==> src/rtl/elevator_seg_scan_if.sv <==
// Panel-side bundle for elevator_seg_scan: glyph/blank/blink data and
// update strobe from upstream control, plus the scanned display drive back.
interface elevator_seg_scan_if #(
    parameter int NUM_DIGITS = 4
);
    logic [5*NUM_DIGITS-1:0] glyph_in;
    logic                    update;
    logic [NUM_DIGITS-1:0]   blank_in;
    logic [NUM_DIGITS-1:0]   blink_in;
    logic [NUM_DIGITS-1:0]   an_n;
    logic [6:0]              seg_n;
    logic                    frame_start;

    // Upstream control / testbench side.
    modport master (
        output glyph_in, update, blank_in, blink_in,
        input  an_n, seg_n, frame_start
    );

    // Scanner side.
    modport slave (
        input  glyph_in, update, blank_in, blink_in,
        output an_n, seg_n, frame_start
    );
endinterface

==> src/rtl/elevator_seg_scan.sv <==
// Time-multiplexed 7-segment scanner for the elevator status panel.
// Drives a common-anode display: one digit slot per TICK_CYCLES clocks, a
// one-cycle dead time at the start of each slot, and a shadow/active glyph
// pair so new content is only shown from the next frame boundary.
// Optional feature: define SEG_BLINK_EN to enable per-digit blinking with a
// half-period of BLINK_TICKS digit slots.
module elevator_seg_scan #(
    parameter int NUM_DIGITS  = 4,
    parameter int TICK_CYCLES = 50000,
    parameter int BLINK_TICKS = 250
) (
    input  logic                clk,
    input  logic                rst,
    elevator_seg_scan_if.slave  bus
);
    localparam int PW = $clog2(TICK_CYCLES);
    localparam int IW = $clog2(NUM_DIGITS);
    localparam logic [PW-1:0]         PRE_MAX  = PW'(TICK_CYCLES - 1);
    localparam logic [IW-1:0]         IDX_MAX  = IW'(NUM_DIGITS - 1);
    localparam logic [NUM_DIGITS-1:0] ONE_HOT0 = NUM_DIGITS'(1);

    logic [PW-1:0] prescaler;
    logic [IW-1:0] index;
    logic          tick;
    logic          wrap;

    logic [NUM_DIGITS-1:0][4:0] shadow_glyph;
    logic [NUM_DIGITS-1:0][4:0] active_glyph;
    logic [NUM_DIGITS-1:0]      shadow_blank;
    logic [NUM_DIGITS-1:0]      active_blank;

    logic                  digit_blinked;
    logic [NUM_DIGITS-1:0] an_next;
    logic [6:0]            seg_next;
    logic                  frame_start_next;

    assign tick = (prescaler == PRE_MAX);
    assign wrap = tick && (index == IDX_MAX);

    // Glyph code to active-low segments {a,b,c,d,e,f,g}.
    function automatic logic [6:0] decode(input logic [4:0] code);
        case (code)
            5'h00:   decode = 7'b0000001;
            5'h01:   decode = 7'b1001111;
            5'h02:   decode = 7'b0010010;
            5'h03:   decode = 7'b0000110;
            5'h04:   decode = 7'b1001100;
            5'h05:   decode = 7'b0100100;
            5'h06:   decode = 7'b0100000;
            5'h07:   decode = 7'b0001111;
            5'h08:   decode = 7'b0000000;
            5'h09:   decode = 7'b0000100;
            5'h0A:   decode = 7'b0110001; // C
            5'h0B:   decode = 7'b0000001; // O
            5'h0C:   decode = 7'b0111111; // up-bar
            5'h0D:   decode = 7'b1110111; // down-bar
            5'h0E:   decode = 7'b1111110; // idle-bar
            5'h0F:   decode = 7'b0011101; // call-up
            5'h10:   decode = 7'b1100011; // call-down
            default: decode = 7'b1111111;
        endcase
    endfunction

    // Slot timebase: prescaler wraps every TICK_CYCLES, index steps on tick.
    always_ff @(posedge clk or posedge rst) begin
        if (rst) begin
            prescaler <= '0;
            index     <= '0;
        end else begin
            prescaler <= tick ? '0 : prescaler + 1'b1;
            if (tick) begin
                index <= (index == IDX_MAX) ? '0 : index + 1'b1;
            end
        end
    end

    // Shadow capture on update; shadow-to-active copy at each frame wrap.
    // NOTE: these registers are reset (unlike a RAM) because the first frame
    // after reset must be blank.
    always_ff @(posedge clk or posedge rst) begin
        if (rst) begin
            shadow_glyph <= {NUM_DIGITS{5'h1F}};
            active_glyph <= {NUM_DIGITS{5'h1F}};
            shadow_blank <= '0;
            active_blank <= '0;
        end else begin
            if (bus.update) begin
                shadow_glyph <= bus.glyph_in;
                shadow_blank <= bus.blank_in;
            end
            // NOTE: non-blocking assignment makes the swap copy the pre-edge
            // shadow, so an update on the swapping edge shows a frame later.
            if (wrap) begin
                active_glyph <= shadow_glyph;
                active_blank <= shadow_blank;
            end
        end
    end

`ifdef SEG_BLINK_EN
    localparam int BW = (BLINK_TICKS > 1) ? $clog2(BLINK_TICKS) : 1;
    localparam logic [BW-1:0] BLINK_MAX = BW'(BLINK_TICKS - 1);

    logic [BW-1:0] blink_cnt;
    logic          blink_phase;

    // Blink half-period counter in digit slots; phase flips on each wrap.
    always_ff @(posedge clk or posedge rst) begin
        if (rst) begin
            blink_cnt   <= '0;
            blink_phase <= 1'b0;
        end else if (tick) begin
            if (blink_cnt == BLINK_MAX) begin
                blink_cnt   <= '0;
                blink_phase <= ~blink_phase;
            end else begin
                blink_cnt <= blink_cnt + 1'b1;
            end
        end
    end

    assign digit_blinked = blink_phase & bus.blink_in[index];
`else
    // Blinking is compiled out; blink_in is intentionally ignored.
    logic unused_blink;
    assign unused_blink  = ^bus.blink_in;
    assign digit_blinked = 1'b0;
`endif

    // Next-output selection: dead time on slot's first cycle, else lit digit.
    always_comb begin
        // NOTE: every output gets a default first so no latch is inferred.
        an_next          = '1;
        seg_next         = 7'b1111111;
        frame_start_next = (prescaler == '0) && (index == '0);
        if (prescaler != '0) begin
            an_next = ~(ONE_HOT0 << index);
            if (!active_blank[index] && !digit_blinked) begin
                seg_next = decode(active_glyph[index]);
            end
        end
    end

    // Registered display drive, one cycle behind prescaler/index.
    always_ff @(posedge clk or posedge rst) begin
        if (rst) begin
            bus.an_n        <= '1;
            bus.seg_n       <= 7'b1111111;
            bus.frame_start <= 1'b0;
        end else begin
            bus.an_n        <= an_next;
            bus.seg_n       <= seg_next;
            bus.frame_start <= frame_start_next;
        end
    end
endmodule
==> src/flat_wrapper.sv <==
// flat-port wrapper written by rule: the top's interface ports become plain ports
module elevator_seg_scan_flat 
#(
    parameter int NUM_DIGITS  = 4,
    parameter int TICK_CYCLES = 50000,
    parameter int BLINK_TICKS = 250
)
  (clk, rst, bus_glyph_in, bus_update, bus_blank_in, bus_blink_in, bus_an_n, bus_seg_n, bus_frame_start);
  elevator_seg_scan_if #(.NUM_DIGITS(NUM_DIGITS)) bus_i ();
  input  logic clk;
  input  logic rst;
  input wire logic [$bits(bus_i.glyph_in)-1:0] bus_glyph_in;
  input wire logic [$bits(bus_i.update)-1:0] bus_update;
  input wire logic [$bits(bus_i.blank_in)-1:0] bus_blank_in;
  input wire logic [$bits(bus_i.blink_in)-1:0] bus_blink_in;
  output wire logic [$bits(bus_i.an_n)-1:0] bus_an_n;
  output wire logic [$bits(bus_i.seg_n)-1:0] bus_seg_n;
  output wire logic [$bits(bus_i.frame_start)-1:0] bus_frame_start;
  assign bus_i.glyph_in = bus_glyph_in;
  assign bus_i.update = bus_update;
  assign bus_i.blank_in = bus_blank_in;
  assign bus_i.blink_in = bus_blink_in;
  assign bus_an_n = bus_i.an_n;
  assign bus_seg_n = bus_i.seg_n;
  assign bus_frame_start = bus_i.frame_start;
  elevator_seg_scan #(.NUM_DIGITS(NUM_DIGITS), .TICK_CYCLES(TICK_CYCLES), .BLINK_TICKS(BLINK_TICKS)) u_core (.clk(clk), .rst(rst), .bus(bus_i));
endmodule
==> config.mk <==
export PLATFORM = sky130hd
export DESIGN_NAME = elevator_seg_scan_flat
export DESIGN_NICKNAME = d
export VERILOG_FILES = /design/src/rtl/elevator_seg_scan_if.sv /design/src/rtl/elevator_seg_scan.sv /design/src/flat_wrapper.sv
export SDC_FILE = /design/constraint.sdc
export NUM_CORES = 1
export LEC_CHECK = 0
export CELL_PAD_IN_SITES_DETAIL_PLACEMENT = 1
export CELL_PAD_IN_SITES_GLOBAL_PLACEMENT = 1
export CORE_MARGIN = 3
export CORE_UTILIZATION = 35
export DETAILED_ROUTE_END_ITERATION = 16
export GPL_TIMING_DRIVEN = 1
export PLACE_DENSITY_LB_ADDON = 0.1
export SYNTH_ARGS = -nofsm -noshare
export SYNTH_HDL_FRONTEND = slang
export SYNTH_SLANG_ARGS = --single-unit
==> constraint.sdc <==
create_clock -name clk -period 2.1 [get_ports clk]
set_clock_uncertainty 0.1 [all_clocks]
set_input_delay 0.21 -clock clk [delete_from_list [all_inputs] [get_ports clk]]
set_output_delay 0.21 -clock clk [all_outputs]
set_load 0.05 [all_outputs]
# Word-level counts from Yosys, hierarchy flattened
# Memories as Yosys holds them, arrays and structs flattened.
# Cells that the tools add are included.
# op_classes
n_shift	1
n_reduce_logical	5
n_addsub	2
bitwise	1
order_cmp	1
n_eq_ne	2
muxes	9
# op_table
cell	count
16-bit by 1-bit adder with 16-bit output, second input constant	1
16-bit equality test, second input constant	1
16-bit zero test	1
16-bit 2-to-1 mux	1
16-bit nonzero test	1
7-bit 2-to-1 mux	2
5-bit binary-select mux with 2-bit select	1
5-bit 2-to-1 mux	1
4-bit 2-to-1 mux	1
4-bit inverter	1
1-bit by 2-bit << shifter with 4-bit output, first input constant	1
2-bit by 3-bit < comparator with 1-bit output, second input constant	1
2-bit by 1-bit adder with 2-bit output, second input constant	1
1-bit binary-select mux with 2-bit select	1
2-bit equality test, second input constant	1
1-bit logical AND	2
2-bit zero test	1
2-bit 2-to-1 mux	1
1-bit 2-to-1 mux	1
# totals
regBits	78
input_bits	31
out_inout_bits	12
n_memories	1
word_cells	37
mem_bits_ro	224
# mem_list
memory	depth	width	rd	rd_clocked_by_memory_dff	wr	line	text
(name not given)	32	7	1	0	0	elevator_seg_scan.sv:42	case (code)

# Depth between registers and ports, before layout
# An unclocked memory read counts as a cell.
# logic_depth
word_depth	5
depth_mapped	8
mapped_depth_nobuf	7

# Least setup slack after synthesis
# OpenSTA, ideal clock, no wires.
# synth_path
kind	reg2reg
from	register u_core.index[0]
to	register u_core.bus.seg_n[2]
required_ns	1.923
setup_time_ns	0.077
path_buffers	1
setup_slack_ns	-0.051
path_stages_with_launch	9
synth_period_minus_slack_ns	2.151
arrival_time_ns	1.975
cell_sequence	dfrtp_1 buf_6 mux4_1 inv_1 ha_1 inv_1 o31ai_2 nand2_1 a21o_1
# synth_between
elab_chain_len	5
word_cells_on_any_way	7
cone_classes	mux: 6; memory: 1
# synth_lines
element	line	text
start: declaration	elevator_seg_scan.sv:23	logic [IW-1:0] index;
start signal: assignment	elevator_seg_scan.sv:72	index <= (index == IDX_MAX) ? '0 : index + 1'b1;
5-bit binary-select mux with 2-bit select	elevator_seg_scan.sv:139	seg_next = decode(active_glyph[index]);
5-bit 2-to-1 mux (implied by the code)	elevator_seg_scan.sv:139	
memory read 32 x 7 bit	--	
7-bit 2-to-1 mux *	elevator_seg_scan.sv:138	if (!active_blank[index] && !digit_blinked) begin
7-bit 2-to-1 mux *	elevator_seg_scan.sv:136	if (prescaler != '0) begin
via u_core.seg_next[2]	elevator_seg_scan.sv:34	logic [6:0] seg_next;
end signal: assignment	elevator_seg_scan.sv:152	bus.seg_n <= seg_next;
end: declaration	elevator_seg_scan_if.sv:23	output an_n, seg_n, frame_start
# Mark *: on every way through the listed nets, which the timed path passes. The rest lies on a longest branch. The select of a mux whose other input is x is not followed.
# A chain may end at the register's enable or synchronous reset.

# Worst setup path in the final report
# Same ends and word-level chain as after synthesis.

==> metrics.md <==
| Metric | Value |
|---|---|
| Status | `complete, no violations` |
| Worst path bufs/invs | `0` |
| Critical path's top delay family | `multiplexers` |
| RSZ-0062 raised after global routing | `true` |
| GR Util All Layers | `12.91%` |
| Number of library cell types mapped by synthesis | `between 40 and 50` |
| First-pass iteration count of the detailed router | `4` |
| Max cap viols | `0` |
| First-pass GRT wire length | `roughly 12000 um` |
| Final setup violation count | `0` |
| Worst Path Arrival | `2.18 ns` |
| Longest Clk Path Bufs | `2` |
| Count leader, synth | `dfstp_2` |
| R2r setup slk | `roughly 0.11 ns` |
| CTS tree | `done` |
| Wl on met1 | `about 3300 um` |
| Largest net degree at the start of global routing | `35` |
| P&R area growth vs syn | `22.91%` |
| Required @ worst endpoint | `roughly 2.3 ns` |
| Crit-path max cell delay | `approximately 0.56 ns` |
| Min-Delay Path Class | `input pin to async pin` |
| Ant. Diodes | `0` |
| Chip Height | `approximately 110 um` |
| Slew Limit Fails | `0` |
| Initial DRC count | `25` |
| P_leak | `1.971 nW` |
| Via density per instance | `4.848` |
| Warning count from the yosys run | `0` |
| Std-Cell Rows | `36` |
| Final hold viol count | `0` |
| Final ANT Viol Nets | `0` |
| Pwr/cell area | `about 630 nW/um^2` |
| Post-synth top flop | `dfstp_2` |
| Clock latency on the worst-skew pair | `roughly 0.36 ns` |
| Sequential share of the synthesized area | `around 54%` |
| Clock Pin Slew Worst Setup and Hold Paths | `0.09 ns` |
| Gate Count Post-Synth | `266` |
| Routed WL | `roughly 6900 um` |
| Area of the multi-input gates | `roughly 1600 sq um` |
| Peak Freq | `between 0.5 and 0.6 GHz` |
| Seq. cell area | `around 2000 sq um` |
| Post-synth EDFFs | `0` |
| Total Die Area | `between 10000 and 15000 sq um` |
| Initial Util | `a little under two fifths` |
| Critical Path End Type | `flop` |
| Final period util | `94.99%` |
| CP max stage cell | `mux4_2` |
| Top Layer Used | `met4` |
| Per-cell routed wire length | `roughly 15 um` |
| Die width | `roughly 110 um` |
| Average size of a mapped cell | `13.92 sq um` |
| Worst-case reg-to-reg path depth | `5` |
| Syn Nets | `310` |
| Peak VDD IR | `between 0.0004 and 0.0005 V` |
| Post-DP HPWL | `approximately 5100 um` |
| Worst slew pin tran | `between 0.5 and 0.6 ns` |
| Slew HR | `about two thirds` |
| H-tree levels | `3` |
| Worst r2r src | `u_core.index[0]` |
| #FFs+latches synth | `78` |
| Post-synth top area cell | `dfstp_2` |
| Met3 WL | `approximately 260 um` |
| Final GP Congestion | `roughly 0.74` |
| Via count | `2240` |
| Top-area cell type share of the netlist area | `36.18%` |
| # DRC | `0` |
| CTS root buf | `clkbuf_8` |
| Worst R2R End | `u_core.bus.seg_n[2]` |
| Critical path fanouts, max | `5` |
| Total CTS buffers | `9` |
| Worst-path cell chain | `mux4_2, ha_2, and2_4, a211o_1, a21o_1` |
| Initial antenna violation count | `0` |
| Async SR Flop Fraction | `100.0%` |
| Synth area leaders | `dfstp_2 (36%), dfrtp_1 (18%), mux2_2 (10%), mux2_4 (7.3%), ha_1 (4.4%)` |
| GRT overflow | `0` |
| Vias in the first global route | `2405` |
| Post-Syn Area | `roughly 3700 sq um` |
| Final #Nets | `about 370` |
| Core region area | `approximately 10000 sq um` |
| CP Launch Type | `flop` |
| Tot Pwr | `between 2 and 3 mW` |
| CTS sink count | `78` |
| Post-route minimum period | `between 1.5 and 2 ns` |
| Met2 WL | `between 3000 and 4000 um` |
| Post-synth top cells | `dfstp_2 (51), mux2_2 (33), dfrtp_1 (27)` |
| Count of boundary I/O pins | `between 40 and 50` |
| Worst hold slack | `~0.13 ns` |
| Layout cells sized above 1 | `a little under half` |
| CP Class | `flop to flop` |
| Fillers | `~1000` |
| Port buffer count | `38` |
==> worst max path at each step <==
stage | startpoint | end | slack, ns | cells past startpoint
finish | u_core.index[0] | u_core.bus.seg_n[2] | 0.11 | 5
global route | u_core.index[0] | u_core.bus.seg_n[6] | -0.009 | 7
CTS | u_core.index[0] | u_core.bus.seg_n[2] | 0.06 | 5
detailed placement | u_core.index[0] | u_core.bus.seg_n[1] | -0.005 | 5
global placement | u_core.index[0] | u_core.bus.seg_n[1] | 0.02 | 5
floorplan | u_core.index[0] | u_core.bus.seg_n[2] | 0.04 | 8
==> layer usage <==
| layer | vias to the layer above | global-route usage (%) |
|---|---|---|
| met5 | - | 0 |
| met4 | 0 | 4.058 |
| met3 | 10 | 3.730 |
| met2 | 37 | 20.35 |
| met1 | 1133 | 17.14 |
| li1 | 1060 | - |
==> power breakdown <==
group          switching (mW)  internal [mW]
sequential             0.0248           1.58
clock                   0.652          0.468
combinational          0.0559         0.0929
==> timing repair <==
item / 4_1_cts / 5_1_grt
hold buffers: 0 / 0
pin swaps: 0 / 1
buffers inserted: 0 / 0
gates resized for setup: 2 / 4
setup endpoints to repair: 5 / 23
==> metrics by stage <==
step	utilization, %	worst slack (ns)	instances	TNS (ns)	instance area (sq um)
2_1_floorplan	-	0.03892	266	0	3700
3_3_place_gp	43.19	0.02474	446	0	4338
3_5_place_dp	43.19	-0.005176	446	-0.005176	4338
4_1_cts	45.17	0.06259	462	0	4537
5_1_grt	45.32	-0.008504	462	-0.008504	4552
6_report	45.32	0.1051	462	0	4552
==> worst reg2reg max path, cell delays in order (launching register included) <==
cell and delay (ns):
dfrtp_2 0.45, mux4_2 0.56, ha_2 0.23, and2_4 0.14
a211o_1 0.27, a21o_1 0.17
==> cell type report <==
class,count,share of cell area (%)
clock inverters,7,1.457
repair buffers,57,12.04
multi-input cells,163,34.50
clock buffers,9,2.721
inverters,15,1.319
well taps,133,3.656
flip-flops and latches,78,44.31
==> registers in the layout, indices dropped and copies added (netlist names) <==
name,count
u_core.shadow_glyph,20
u_core.prescaler,16
u_core.shadow_blank,4
u_core.bus.seg_n,7
u_core.bus.an_n,4
u_core.index,2
u_core.bus.frame_start,1
u_core.active_glyph,20
u_core.active_blank,4
==> cells in the final DEF, fill, tap and decap left out, types with 2 or more instances in the layout <==
| cell type | count |
|---|---|
| mux4_2 | 5 |
| nand2_1 | 11 |
| dfrtp_1 | 26 |
| mux2_2 | 33 |
| xor2_1 | 5 |
| ha_1 | 12 |
| xnor2_1 | 7 |
| o211ai_1 | 5 |
| clkbuf_8 | 9 |
| nand3_1 | 7 |
| inv_8 | 2 |
| inv_1 | 13 |
| mux2i_1 | 3 |
| nand4_1 | 5 |
| mux2_4 | 18 |
| dfstp_2 | 51 |
| clkdlybuf4s50_1 | 38 |
| nor2_1 | 13 |
| buf_12 | 2 |
| inv_6 | 5 |
| nor3_1 | 5 |
| buf_4 | 17 |
| a21oi_1 | 2 |
| a21o_1 | 2 |
| and3_1 | 2 |
| nand2b_1 | 2 |
| nor4_1 | 4 |
==> kinds of logic after synthesis <==
| family | after synthesis | share of synthesized area [%] |
|---|---|---|
| compound gates | 18 | 3.615 |
| xor+xnor | 12 | 2.838 |
| fa+ha+maj | 13 | 4.392 |
| buf+inv | 25 | 3.581 |
| flops | 78 | 54.43 |
| mux | 60 | 22.09 |
| simple gates | 60 | 9.055 |
No activity file was read; power rests on OpenSTA's default activity.
